--- config.mk ---
export PLATFORM = sky130hd
export DESIGN_NAME = threshold_sequencer_flat
export DESIGN_NICKNAME = d
export VERILOG_FILES = /design/src/rtl/threshold_sequencer_if.sv /design/src/rtl/threshold_sequencer.sv /design/src/flat_wrapper.sv
export SDC_FILE = /design/constraint.sdc
export NUM_CORES = 1
export LEC_CHECK = 0
export CAP_MARGIN = 5
export CORE_ASPECT_RATIO = 0.7
export CORE_UTILIZATION = 45
export CTS_CLUSTER_DIAMETER = 30
export CTS_CLUSTER_SIZE = 10
export DETAILED_ROUTE_END_ITERATION = 8
export GPL_TIMING_DRIVEN = 0
export PLACE_DENSITY_LB_ADDON = 0.3
export SYNTH_ARGS = -nofsm -noshare
export SYNTH_HDL_FRONTEND = slang
export SYNTH_SLANG_ARGS = --single-unit
--- constraint.sdc ---
create_clock -name clock -period 2.64 [get_ports clock]
set_input_delay 0.528 -clock clock [delete_from_list [all_inputs] [get_ports clock]]
set_output_delay 0.528 -clock clock [all_outputs]
set_load 0.1 [all_outputs]
--- src/rtl/threshold_sequencer_if.sv ---
// Stage handshake and image-address bundle between the sequencer (master)
// and the box-filter / threshold stages (slave).
interface threshold_sequencer_if #(
  parameter int unsigned WIDTH_BITS  = 8,
  parameter int unsigned HEIGHT_BITS = 8
);
  logic                   oFilterStart;
  logic                   iFilterDone;
  logic                   oThreshStart;
  logic                   iThreshDone;
  logic [WIDTH_BITS-1:0]  iFilterCol;
  logic [HEIGHT_BITS-1:0] iFilterRow;
  logic [WIDTH_BITS-1:0]  iThreshCol;
  logic [HEIGHT_BITS-1:0] iThreshRow;
  logic [WIDTH_BITS-1:0]  oImageCol;
  logic [HEIGHT_BITS-1:0] oImageRow;

  modport master (
    output oFilterStart, oThreshStart, oImageCol, oImageRow,
    input  iFilterDone, iThreshDone, iFilterCol, iFilterRow, iThreshCol, iThreshRow
  );

  modport slave (
    input  oFilterStart, oThreshStart, oImageCol, oImageRow,
    output iFilterDone, iThreshDone, iFilterCol, iFilterRow, iThreshCol, iThreshRow
  );
endinterface

--- src/rtl/threshold_sequencer.sv ---
// Frame sequencer for the adaptive-thresholding pipeline: start/continuous
// control, per-stage watchdog, frame/cycle statistics and ROM address mux.
module threshold_sequencer #(
  parameter int unsigned WIDTH_BITS   = 8,
  parameter int unsigned HEIGHT_BITS  = 8,
  parameter int unsigned C_BITS       = 5,
  parameter int unsigned TIMEOUT_BITS = 20,
  parameter int unsigned CYC_BITS     = 24
) (
  input  logic                    clock,
  input  logic                    reset,
  threshold_sequencer_if.master   stage,
  input  logic                    iStart,
  input  logic                    iContinuous,
  input  logic [C_BITS-1:0]       iC,
  input  logic                    iInvert,
  output logic [C_BITS-1:0]       oC,
  output logic                    oInvert,
  output logic [2:0]              oState,
  output logic                    oBusy,
  output logic                    oDone,
  output logic                    oError,
  output logic [7:0]              oFrameCount,
  output logic [CYC_BITS-1:0]     oLastCycles,
  output logic [9:0]              LEDR
);

  typedef enum logic [2:0] {
    ST_IDLE   = 3'd0,
    ST_FILTER = 3'd1,
    ST_THRESH = 3'd2,
    ST_DONE   = 3'd3,
    ST_ERROR  = 3'd4
  } state_e;

  localparam logic [TIMEOUT_BITS-1:0] WD_MAX  = '1;
  localparam logic [CYC_BITS-1:0]     CYC_MAX = '1;

  state_e                  state_q, state_d;
  logic [C_BITS-1:0]       c_q, c_d;
  logic                    invert_q, invert_d;
  logic [TIMEOUT_BITS-1:0] wd_q, wd_d;
  logic [CYC_BITS-1:0]     cyc_q, cyc_d;
  logic [7:0]              frame_q, frame_d;
  logic [CYC_BITS-1:0]     last_q, last_d;
  logic                    filter_start_q, filter_start_d;
  logic                    thresh_start_q, thresh_start_d;
  logic                    done_q, done_d;
  logic                    busy_q, busy_d;
  logic                    error_q, error_d;
  logic [9:0]              ledr_q, ledr_d;

  logic                    start_frame;
  logic [CYC_BITS-1:0]     cyc_inc;
  logic [4:0]              led_state;
  logic [WIDTH_BITS-1:0]   image_col_c;
  logic [HEIGHT_BITS-1:0]  image_row_c;

  // Next-state and registered-output computation.
  always_comb begin
    state_d        = state_q;
    c_d            = c_q;
    invert_d       = invert_q;
    wd_d           = wd_q;
    cyc_d          = cyc_q;
    frame_d        = frame_q;
    last_d         = last_q;
    filter_start_d = 1'b0;
    thresh_start_d = 1'b0;
    done_d         = 1'b0;
    start_frame    = 1'b0;
    led_state      = 5'b00001;
    cyc_inc        = (cyc_q == CYC_MAX) ? cyc_q : cyc_q + CYC_BITS'(1);

    case (state_q)
      ST_IDLE: begin
        if (iStart) start_frame = 1'b1;
      end
      ST_FILTER: begin
        if (stage.iFilterDone) begin
          state_d        = ST_THRESH;
          thresh_start_d = 1'b1;
          wd_d           = '0;
          cyc_d          = cyc_inc;
        end else if (wd_q == WD_MAX) begin
          state_d = ST_ERROR;
        end else begin
          wd_d  = wd_q + TIMEOUT_BITS'(1);
          cyc_d = cyc_inc;
        end
      end
      ST_THRESH: begin
        // Done takes priority over a timeout landing in the same cycle.
        if (stage.iThreshDone) begin
          state_d = ST_DONE;
          done_d  = 1'b1;
          frame_d = frame_q + 8'd1;
          last_d  = cyc_inc;
          cyc_d   = cyc_inc;
        end else if (wd_q == WD_MAX) begin
          state_d = ST_ERROR;
        end else begin
          wd_d  = wd_q + TIMEOUT_BITS'(1);
          cyc_d = cyc_inc;
        end
      end
      ST_DONE: begin
        if (iContinuous) start_frame = 1'b1;
        else             state_d     = ST_IDLE;
      end
      ST_ERROR: begin
        if (iStart) state_d = ST_IDLE;
      end
      default: state_d = ST_IDLE;
    endcase

    // Common frame-entry actions from IDLE and from DONE in continuous mode.
    if (start_frame) begin
      state_d        = ST_FILTER;
      filter_start_d = 1'b1;
      c_d            = iC;
      invert_d       = iInvert;
      wd_d           = '0;
      cyc_d          = '0;
    end

    case (state_d)
      ST_IDLE:   led_state = 5'b00001;
      ST_FILTER: led_state = 5'b00010;
      ST_THRESH: led_state = 5'b00100;
      ST_DONE:   led_state = 5'b01000;
      ST_ERROR:  led_state = 5'b10000;
      default:   led_state = 5'b00001;
    endcase

    busy_d  = (state_d == ST_FILTER) || (state_d == ST_THRESH);
    error_d = (state_d == ST_ERROR);
    ledr_d  = {5'(c_d), led_state};
  end

  always_ff @(posedge clock) begin
    if (reset) begin
      state_q        <= ST_IDLE;
      c_q            <= '0;
      invert_q       <= 1'b0;
      wd_q           <= '0;
      cyc_q          <= '0;
      frame_q        <= '0;
      last_q         <= '0;
      filter_start_q <= 1'b0;
      thresh_start_q <= 1'b0;
      done_q         <= 1'b0;
      busy_q         <= 1'b0;
      error_q        <= 1'b0;
      ledr_q         <= 10'b00000_00001;
    end else begin
      state_q        <= state_d;
      c_q            <= c_d;
      invert_q       <= invert_d;
      wd_q           <= wd_d;
      cyc_q          <= cyc_d;
      frame_q        <= frame_d;
      last_q         <= last_d;
      filter_start_q <= filter_start_d;
      thresh_start_q <= thresh_start_d;
      done_q         <= done_d;
      busy_q         <= busy_d;
      error_q        <= error_d;
      ledr_q         <= ledr_d;
    end
  end

  // Shared image ROM address: threshold stage owns it only while in THRESH.
  always_comb begin
    image_col_c = stage.iFilterCol;
    image_row_c = stage.iFilterRow;
    if (state_q == ST_THRESH) begin
      image_col_c = stage.iThreshCol;
      image_row_c = stage.iThreshRow;
    end
  end

  assign stage.oImageCol    = image_col_c;
  assign stage.oImageRow    = image_row_c;
  assign stage.oFilterStart = filter_start_q;
  assign stage.oThreshStart = thresh_start_q;

  assign oC          = c_q;
  assign oInvert     = invert_q;
  assign oState      = state_q;
  assign oBusy       = busy_q;
  assign oDone       = done_q;
  assign oError      = error_q;
  assign oFrameCount = frame_q;
  assign oLastCycles = last_q;
  assign LEDR        = ledr_q;

endmodule

--- src/flat_wrapper.sv ---
// flat-port wrapper written by rule: the top's interface ports become plain ports
module threshold_sequencer_flat 
#(
  parameter int unsigned WIDTH_BITS   = 8,
  parameter int unsigned HEIGHT_BITS  = 8,
  parameter int unsigned C_BITS       = 5,
  parameter int unsigned TIMEOUT_BITS = 20,
  parameter int unsigned CYC_BITS     = 24
)
  (clock, reset, iStart, iContinuous, iC, iInvert, oC, oInvert, oState, oBusy, oDone, oError, oFrameCount, oLastCycles, LEDR, stage_oFilterStart, stage_oThreshStart, stage_oImageCol, stage_oImageRow, stage_iFilterDone, stage_iThreshDone, stage_iFilterCol, stage_iFilterRow, stage_iThreshCol, stage_iThreshRow);
  threshold_sequencer_if #(.WIDTH_BITS(WIDTH_BITS), .HEIGHT_BITS(HEIGHT_BITS)) stage_i ();
  input  logic clock;
  input  logic reset;
  input  logic iStart;
  input  logic iContinuous;
  input  logic [C_BITS-1:0] iC;
  input  logic iInvert;
  output logic [C_BITS-1:0] oC;
  output logic oInvert;
  output logic [2:0] oState;
  output logic oBusy;
  output logic oDone;
  output logic oError;
  output logic [7:0] oFrameCount;
  output logic [CYC_BITS-1:0] oLastCycles;
  output logic [9:0] LEDR;
  output wire logic [$bits(stage_i.oFilterStart)-1:0] stage_oFilterStart;
  output wire logic [$bits(stage_i.oThreshStart)-1:0] stage_oThreshStart;
  output wire logic [$bits(stage_i.oImageCol)-1:0] stage_oImageCol;
  output wire logic [$bits(stage_i.oImageRow)-1:0] stage_oImageRow;
  input wire logic [$bits(stage_i.iFilterDone)-1:0] stage_iFilterDone;
  input wire logic [$bits(stage_i.iThreshDone)-1:0] stage_iThreshDone;
  input wire logic [$bits(stage_i.iFilterCol)-1:0] stage_iFilterCol;
  input wire logic [$bits(stage_i.iFilterRow)-1:0] stage_iFilterRow;
  input wire logic [$bits(stage_i.iThreshCol)-1:0] stage_iThreshCol;
  input wire logic [$bits(stage_i.iThreshRow)-1:0] stage_iThreshRow;
  assign stage_oFilterStart = stage_i.oFilterStart;
  assign stage_oThreshStart = stage_i.oThreshStart;
  assign stage_oImageCol = stage_i.oImageCol;
  assign stage_oImageRow = stage_i.oImageRow;
  assign stage_i.iFilterDone = stage_iFilterDone;
  assign stage_i.iThreshDone = stage_iThreshDone;
  assign stage_i.iFilterCol = stage_iFilterCol;
  assign stage_i.iFilterRow = stage_iFilterRow;
  assign stage_i.iThreshCol = stage_iThreshCol;
  assign stage_i.iThreshRow = stage_iThreshRow;
  threshold_sequencer #(.WIDTH_BITS(WIDTH_BITS), .HEIGHT_BITS(HEIGHT_BITS), .C_BITS(C_BITS), .TIMEOUT_BITS(TIMEOUT_BITS), .CYC_BITS(CYC_BITS)) u_core (.clock(clock), .reset(reset), .stage(stage_i), .iStart(iStart), .iContinuous(iContinuous), .iC(iC), .iInvert(iInvert), .oC(oC), .oInvert(oInvert), .oState(oState), .oBusy(oBusy), .oDone(oDone), .oError(oError), .oFrameCount(oFrameCount), .oLastCycles(oLastCycles), .LEDR(LEDR));
endmodule
-- Yosys cells after proc, flatten, opt, wreduce, memory -nomap -nowiden
Index checks and enable logic that the tools add are counted.
- bits in registers: 100
- add/subtract/negate cells: 3
- equality and inequality tests: 11
- mux-type cells: 26
- bitwise gates (word level): 2
- reductions and logical operators: 8
- operator list (operator ; number):
    24-bit two-way mux ; 4
    20-bit two-way mux ; 3
    24-bit one-hot mux with 2 select lines ; 1
    20-bit one-hot mux with 2 select lines ; 1
    24-bit by 1-bit adder with 24-bit output (second input constant) ; 1
    24-bit == test (second input constant) ; 1
    20-bit by 1-bit adder with 20-bit output (second input constant) ; 1
    20-bit == test (second input constant) ; 1
    5-bit one-hot mux with 4 select lines ; 1
    3-bit two-way mux ; 6
    8-bit two-way mux ; 2
    3-bit one-hot mux with 5 select lines ; 1
    3-bit by 2-bit == test with 1-bit output (second input constant) ; 4
    8-bit by 1-bit adder with 8-bit output (second input constant) ; 1
    3-bit by 1-bit == test with 1-bit output (second input constant) ; 2
    3-bit == test (second input constant) ; 2
    2-bit OR reduction ; 3
    1-bit two-way mux ; 5
    5-bit two-way mux ; 1
    2-bit AND reduction ; 2
    3-bit zero test ; 1
    2-bit inequality test (second input constant) ; 1
    1-bit NOT ; 2
    1-bit one-hot mux with 2 select lines ; 1
    other kinds (2) ; 2

-- Logic depth before layout (Yosys ltp)
- depth after elaboration: 7
- mapped depth: 8
- gate-level depth less buffers: 6

-- Worst setup path after synthesis
OpenSTA, ideal clock, no wires.
- kind: reg-to-output
- start: register u_core.state_q[1], in the netlist u_core.oState[1]
- end: output port stage_oImageCol[4]
- buffers on the path: 1
- data required time: 2112 ps
- cell stages (with the launch flop): 4
- arrival time: 2594 ps
- path slack: -482 ps
- cell sequence: dfxtp_1 nor3b_2 clkbuf_1 mux2_2
- word-level cells in the longest chain between the ends: 2
- ends and longest elaborated chain (what ; RTL line ; RTL):
    start, declared ; threshold_sequencer.sv:39 ; state_e state_q, state_d;
    start signal, assigned ; threshold_sequencer.sv:157 ; state_q <= state_d;
    3-bit by 2-bit == test with 1-bit output ; threshold_sequencer.sv:177 ; if (state_q == ST_THRESH) begin
    8-bit two-way mux ; threshold_sequencer.sv:177 ;
    end, declared ; flat_wrapper.sv:29 ; output wire logic [$bits(stage_i.oImageCol)-1:0] stage_oImageCol;
Every way passes these cells.

-- Final worst setup path
- start: register u_core.state_q[2], in the netlist u_core.oState[2]
- end: output port stage_oImageCol[0]
Same word-level chain as after synthesis.

==> run metrics <==
Critical R2R Launch=u_core.cyc_q[0]; die area=10900 um2; DR vias/cell=5.86; Min Hold Slack=460 ps; Avg Cell Area, Syn=8.67 um2; share of post-route cells with drive strength above 1=14.0%; area growth from synthesis to layout=35.2%; DP Area=6010 um2; Leakage=2.05 nW; final hold violation count=0; Yosys cell types=54; DR vias=4722; Initial Util=47.4%; DRT Pass-1 Iters=5; Die W=124 um; largest net degree at the start of global routing=17; core box area=9910 um2; Overall Global Routing Usage=25.9%; Slew HR=31.7%; Final nets=720; CTS max path bufs=2; Worst-Skew Late Latency=340 ps; Max Fclk=389 MHz; Worst R2R Path Depth=6; Detailed Route Iter0 Violations=404; Worst EP required=2110 ps; CP Capture Point=stage_oImageCol[0]; peak supply drop=0.307 mV; H-tree levels=3; Post-synth EDFFs=0; Hold Crit Class=register to register; Detail Route Antenna Nets=0; Fillers=844; antenna violations before repair=0; vias in the first global route=4361; RePlAce Congestion=0.891; Power Total=3.50 mW; CP Launch Type=register; Finished Layout Cells=806; RSZ-0062 raised after global routing=yes; clock-pin transition on the worst setup and hold timing paths=60 ps; Setup Skew=5.98 ps; flops & latches, synth=95; r2r endpoint=u_core.oLastCycles[11]; routed len/inst=16.8 um; status=finished, final reports clean; CTS tree=yes; Max stage delay cell, worst path=nor3b_4; Slew @ Worst Pin=1020 ps; commonest cells after routing, fill and taps aside=clkdlybuf4s50_1 (98), dfxtp_1 (92), nor2_1 (66); Congestion Overflow GR=0; Worst Setup SP=u_core.oState[2]; CTS Buf Count=9; Core Util, Final=64.1%; final non-filler cell area=6350 um2; Tmin final=2570 ps; placed cells=784; Tcrit/Tclk final=97.3%; Mapped Nets=589; num rows=30; HPWL Detailed=10.2 mm; crit-path cells=clkbuf_2 -> nor3b_4 -> buf_4 -> mux2_2 -> clkbuf_4; Syn. warnings=0; Power Dens Cells=551 nW/um2; Post-synth ARST share=0%; critical path class=register to output pin; antenna cells=0; Top FF cell, synth=dfxtp_1; clk sink count=95; die height=87.5 um; Arrival @ worst endpoint=2040 ps; Seq/Total Area, Yosys=40.5%; r2r setup slk=100 ps; crit path max fanout=10; Mapped Cells=542; fin. max-slew vios=0; boundary pin count=116; kind of end point of the critical path=output pin; max_cap viols=0; post-synthesis instance area=4700 um2; clk root buf=clkbuf_16; Port Buffers=114; first-pass GRT wire length=21.6 mm; leading cell type in the layout, fill and taps excluded=clkdlybuf4s50_1; max incr delay on CP=350 ps; hold_buf cts=0; final setup vio count=0; final wirelength=13.6 mm; DRC Markers=0
-- layout make-up --
class                           instances  area [um2]  area share (%)
Clock inverter                          5        42.5           0.670
Multi-Input combinational cell        399        2630            41.3
Buffer                                 40         208            3.27
Clock buffer                           11         233            3.66
Tap cell                              128         160            2.52
Inverter                                8        30.0           0.473
Sequential cell                        95        1910            30.0
Timing Repair Buffer                  120        1150            18.0
-- Yosys cell counts (10+ instances only) --
cell / count / area, um2
nand4_1: 11 / 68.8
xor2_1: 24 / 210
mux2_2: 16 / 180
nand3_1: 26 / 130
o211ai_1: 12 / 90.1
xnor2_1: 15 / 131
clkbuf_1: 21 / 78.8
a21oi_1: 34 / 170
o21ai_0: 22 / 110
dfxtp_1: 95 / 1900
nand2_1: 29 / 109
nor2_1: 66 / 248
a211oi_1: 30 / 225
buf_2: 10 / 50.1
or3_1: 19 / 119
-- how the worst min path moves through the flow --
stage,startpoint,end,slack [ps],cells after the start
floorplan,u_core.wd_q[11],u_core.wd_q[11],470,2
global placement,u_core.oLastCycles[0],u_core.oLastCycles[0],450,2
detailed placement,u_core.oLastCycles[10],u_core.oLastCycles[10],450,2
CTS,u_core.oLastCycles[10],u_core.oLastCycles[10],460,2
global route,u_core.oLastCycles[10],u_core.oLastCycles[10],480,2
finish,u_core.oLastCycles[10],u_core.oLastCycles[10],460,2
-- report_power, final --
part           total [mW]  internal [mW]  switching [mW]
combinational       0.801          0.226           0.575
clock                1.21          0.651           0.564
sequential           1.49           1.47          0.0223
total                3.50           2.34            1.16
-- worst max-delay path, delay by kind of cell (launching register included) --
kind	cells	cell delay [ps]
buf+inv	3	690
flops	1	320
simple gates	1	350
mux	1	330
-- sequential cells by signal (all words and copies together) (netlist names) --
signal	flops
u_core.LEDR	9
u_core.cyc_q	24
u_core.oBusy	1
u_core.oC	1
u_core.oDone	1
u_core.oError	1
u_core.oFrameCount	8
u_core.oInvert	1
u_core.oLastCycles	24
u_core.oState	3
u_core.stage.oFilterStart	1
u_core.stage.oThreshStart	1
u_core.wd_q	20
-- routing by layer --
layer	vias up	share of wire, %	global-route usage (%)
met5	-	0	0
met4	0	1.2	6.82
met3	16	9.1	7.33
met2	247	43	39.2
met1	2203	46	36.0
li1	2256	-	-
-- stage by stage --
step / TNS, ps / worst slack, ps
after floorplan: 0 / 8.26
after global placement: -18680 / -737
after detailed placement: -20500 / -809
after CTS: 0 / 47.1
after global routing: -212 / -43.6
final: 0 / 71.0
-- repair_timing --
action                                  4_1_cts  5_1_grt
pin swaps                                     1        3
endpoints found under the setup margin       37       34
setup buffers                                 2        4
gates resized for setup                      98       18
gates cloned                                  0        0
-- cell families (layout without fill, tap and decap cells) --
family,after synthesis,count (layout),synth area share [%]
buf+inv,48,184,4.74
simple gates,204,204,22.7
compound gates,128,128,18.3
flops,95,95,40.5
mux,25,25,5.75
xor+xnor,39,39,7.27
fa+ha+maj,3,3,0.799
Note: power is estimated with default switching activity, not from simulation.
